[config.mk]
export PLATFORM = sky130hd
export DESIGN_NAME = rr_bus_arbiter
export DESIGN_NICKNAME = d
export VERILOG_FILES = /design/src/rtl/rr_bus_arbiter.sv
export SDC_FILE = /design/constraint.sdc
export NUM_CORES = 1
export LEC_CHECK = 0
export BUFFER_PORTS_ARGS = -buffer_cell sky130_fd_sc_hd__clkbuf_2
export CAP_MARGIN = 40
export CORE_MARGIN = 5
export CORE_UTILIZATION = 39
export DETAILED_ROUTE_END_ITERATION = 10
export PLACE_DENSITY = 0.83
export RECOVER_POWER = 50
export SYNTH_ARGS = -nofsm -noshare
export SYNTH_HDL_FRONTEND = slang
export SYNTH_SLANG_ARGS = --single-unit
[constraint.sdc]
create_clock -name clk -period 1.8 [get_ports clk]
set_input_delay 0.36 -clock clk [delete_from_list [all_inputs] [get_ports clk]]
set_output_delay 0.36 -clock clk [all_outputs]
set_load 0.01 [all_outputs]
[src/rtl/rr_bus_arbiter.sv]
// Round-robin NREQ:1 bus arbiter: grants one requester at a time, steers the
// shared mux and forwards its beats downstream under valid/ready.
module rr_bus_arbiter #(
    parameter int NREQ      = 4,
    parameter int DATA_W    = 8,
    parameter int MAX_BURST = 16,
    localparam int SELW     = (NREQ > 1) ? $clog2(NREQ) : 1,
    localparam int CNTW     = $clog2(MAX_BURST + 1)
) (
    input  logic                   clk,
    input  logic                   resetn,
    input  logic [NREQ-1:0]        req,
    input  logic [NREQ-1:0]        last,
    input  logic [NREQ*DATA_W-1:0] in_data,
    input  logic                   out_ready,
    output logic [NREQ-1:0]        grant,
    output logic [SELW-1:0]        out_sel,
    output logic                   out_valid,
    output logic [DATA_W-1:0]      out_data,
    output logic                   busy
);

    typedef enum logic {IDLE, OWN} state_t;

    state_t          state, state_n;
    logic [NREQ-1:0] grant_n;
    logic [SELW-1:0] sel_n;
    logic            busy_n;
    logic [SELW-1:0] ptr, ptr_n;
    logic [CNTW-1:0] cnt, cnt_n;

    logic            found;
    logic [SELW-1:0] pick;
    logic [SELW:0]   sum;
    logic [SELW-1:0] cand;
    logic            xfer;
    logic            release_now;
    logic [SELW-1:0] sel_inc;

    // Rotating scan starting at ptr; first requester found wins.
    always_comb begin
        found = 1'b0;
        pick  = '0;
        sum   = '0;
        cand  = '0;
        for (int k = 0; k < NREQ; k++) begin
            sum = {1'b0, ptr} + (SELW+1)'(k);
            if (sum >= (SELW+1)'(NREQ)) begin
                sum = sum - (SELW+1)'(NREQ);
            end
            cand = sum[SELW-1:0];
            if (!found && req[cand]) begin
                found = 1'b1;
                pick  = cand;
            end
        end
    end

    assign out_valid = (state == OWN) && req[out_sel];
    assign out_data  = (state == OWN)
                     ? in_data[int'(out_sel)*DATA_W +: DATA_W]
                     : '0;
    assign xfer      = out_valid && out_ready;
    assign sel_inc   = (out_sel == SELW'(NREQ - 1)) ? '0 : out_sel + 1'b1;
    assign release_now = last[out_sel] || (cnt == CNTW'(MAX_BURST - 1));

    always_comb begin
        state_n = state;
        grant_n = grant;
        sel_n   = out_sel;
        busy_n  = busy;
        ptr_n   = ptr;
        cnt_n   = cnt;
        unique case (state)
            IDLE: begin
                if (found) begin
                    state_n = OWN;
                    grant_n = NREQ'(1) << pick;
                    sel_n   = pick;
                    busy_n  = 1'b1;
                    cnt_n   = '0;
                end
            end
            OWN: begin
                if (xfer) begin
                    if (release_now) begin
                        state_n = IDLE;
                        grant_n = '0;
                        sel_n   = '0;
                        busy_n  = 1'b0;
                        ptr_n   = sel_inc;
                        cnt_n   = '0;
                    end else begin
                        cnt_n   = cnt + 1'b1;
                    end
                end
            end
            default: state_n = IDLE;
        endcase
    end

    always_ff @(posedge clk) begin
        if (!resetn) begin
            state   <= IDLE;
            grant   <= '0;
            out_sel <= '0;
            busy    <= 1'b0;
            ptr     <= '0;
            cnt     <= '0;
        end else begin
            state   <= state_n;
            grant   <= grant_n;
            out_sel <= sel_n;
            busy    <= busy_n;
            ptr     <= ptr_n;
            cnt     <= cnt_n;
        end
    end

endmodule

==> flow_summary.ini <==
[cells_and_area]
final_cells = 211
num_antenna_cells = 0
final_nets = 227
layout_common_cells = clkbuf_2 (46), nand2_1 (11), buf_6 (11)
final_area_sq_um = 1660
fill_cells = 214
multi_input_area_sq_um = 793
final_common_cell = clkbuf_2
layout-drive-gt1-share = 0.606
seqCellArea_sq_um = 314
syn_to_final_growth_pct = 56.4

[global_route]
grt_pass1_wl_mm = 5.08
grt_overflow_total = 0
grt_use_total = 0.158
grt_max_degree = 15
antenna_found_initial = 0
grt_pass1_vias = 1148

[yosys]
ys.flop_type = dfxtp_1
avgSynthCellArea_sq_um = 9.92
async_reset_ff_frac = 0
synth_cell_type_count = 37
syn_nets = 153
ys_seq_area_frac = 0.283
ys_ff_latch = 15
yosys.area.top_type = dfxtp_1
synth_edf_count = 0
ys_warn_count = 0
synth_top_area_frac = 0.283
synth_area_sq_um = 1060
netlist_instances = 107
yosys-top-cells-area = dfxtp_1 (28%), mux4_1 (17%), and2_1 (4.7%), nand2_1 (3.9%), mux2i_1 (3.8%)

[clock_network]
clockBufferDepth = 2
cts-hold-fix-buffers = 0
cts_buffers = 3
cts_htree_levels = 1
clk_latency_ns = 0.29
clk_pin_slew_ns = 0.09
tritoncts = built
cts_sinks = 15
clock-root-buffer = clkbuf_4

[critical_path]
end_kind = primary output
critPathSlowestCell = mux4_2
slowest_delay_ns = 0.50
cp_top_family = multiplexers
cp-start-kind = flip-flop
startpoint = out_sel[0]
critical_path_class = flip-flop to primary output
reg2reg_to = ptr[0]
worstPathMaxFanout = 4
cp_common_cell = buf_6
crit_chain = buf_6 -> mux4_2 -> and2_4 -> buf_6
reg2reg_from = cnt[1]
reg2reg_depth = 8
path_buf_inv = 2
r2r_slack_ns = -0.10
cp.required_ns = 1.44
arrival_ns = 1.57

[sta]
tns_ns = -0.993
timing.fmax_ghz = 0.518
layout_setup_ws_ns = -0.131
finalCritPeriodShare = 1.07
setup_viol = 10
period_minus_slack_ns = 1.93
max_slew_margin = 0.515
finalClockSkew_ns = 0.00763
maxSlewViolCount = 0
worst_slew_pin_slew_ns = 0.723
rsz0062_at_grt = yes
hold_viol = 0

[pwr]
p_sw_frac = 0.322
pwr-share-seq = 0.385
pwr-share-comb = 0.415
p_int_uw = 675
p_sw_uw = 320
peakVddDrop_mv = 0.544
clockPowerShare = 0.201
leakage_nw = 0.730
powerDensity_nw_per_um2 = 600
p_total_uw = 995

[die]
num_rows = 19
io-pin-count = 59
design.core.area_sq_um = 2690
initial_core_util = 0.395
die_x_microns = 62.2
dieArea_sq_um = 3860
die_h_microns = 62.2

[routing]
routed_wl_mm = 3.24
vias = 1143
drtAntennaViolNets = 0
firstDrtPassIters = 4
dr.first_iter.drc_count = 50
wire_per_inst_microns = 15.3
vias_per_cell = 5.42
drc = 0

[run]
maxCapViolCount = 0

[run_status]
outcome = complete, but fails checks
violations = negative setup slack

[placed_design]
placed_area_sq_um = 1420
placedCellCount = 197
gp_congestion = 0.757
dp_hpwl_mm = 2.36
port_buffers = 58

[hold_path]
min-delay-start = resetn
hp-class = primary input to flip-flop
min_to = ptr[1]
min_path_cells = 2
-- flip-flops by register name, summed over array words and instances, names as in the netlist --
register,count
ptr,2
grant,4
state,1
out_sel,2
busy,1
cnt,5
-- routing by layer --
layer	GRT usage	vias up	wire length [microns]
met5	0	-	0
met4	0.0569	0	41
met3	0.0577	5	287
met2	0.277	45	1710
met1	0.171	546	1190
li1	-	547	-
-- synth_stat cells, drive strengths merged (2+ instances only) --
| cell type | number |
|---|---|
| dfxtp | 15 |
| nand2 | 12 |
| and2 | 8 |
| mux4 | 8 |
| nor2 | 7 |
| o21ai | 6 |
| inv | 5 |
| a21oi | 4 |
| mux2i | 4 |
| a31o | 3 |
| a32o | 3 |
| ha | 3 |
| o22ai | 3 |
| and3 | 2 |
| buf | 2 |
| clkbuf | 2 |
| nand3 | 2 |
| nor2b | 2 |
| nor3 | 2 |
| o31ai | 2 |
-- repair_timing --
action	CTS	global route
gates cloned	0	0
pin swaps	6	7
buffers inserted	8	2
endpoints found under the setup margin	18	17
resized for setup	29	31
-- cell type report --
class                      instances  share of cell area
tap                               31              0.0234
multi-input combinational         83               0.478
inverter                           5              0.0113
timing repair buffer              73               0.282
sequential                        15               0.189
clock buffer                       4              0.0158
-- power groups by stage --
stage	clock network (mW)	logic (mW)	registers (mW)
6_report	0.200	0.413	0.383
5_1_grt	0.214	0.446	0.387
4_1_cts	0.202	0.351	0.380
3_5_place_dp	0	0.308	0.394
3_3_place_gp	0	0.299	0.391
2_1_floorplan	0	0.195	0.384
-- metrics by stage --
step,hold slack [ns],util,setup WS [ns]
finish,0.416,0.618,-0.131
global placement,0.438,0.527,-0.0229
floorplan,0.428,-,0.000322
detailed placement,0.449,0.527,-0.103
global route,0.444,0.618,-0.185
CTS,0.378,0.575,-0.113
-- worst register-to-register path, delay by kind of cell, from the launching register on --
kind            cells  cell delay (ns)
fa+ha+maj           2             0.30
compound gates      2             0.48
simple gates        4             0.67
flops               1             0.37
-- kinds of logic after synthesis --
kind of cell    Yosys count  synth area share
buf+inv                   9            0.0401
fa+ha+maj                 3            0.0354
compound gates           27             0.206
flops                    15             0.283
simple gates             41             0.203
mux                      12             0.232
-- worst max-delay path by stage --
stage / endpoint / slack, ns / cells after the start
after floorplan: out_data[1] / 0.0003 / 4
after global placement: out_data[7] / -0.02 / 3
after detailed placement: cnt[2] / -0.10 / 8
after CTS: out_data[0] / -0.11 / 4
after global routing: out_data[1] / -0.18 / 4
final: out_data[1] / -0.13 / 4
Power figures use the tool's default switching activity.
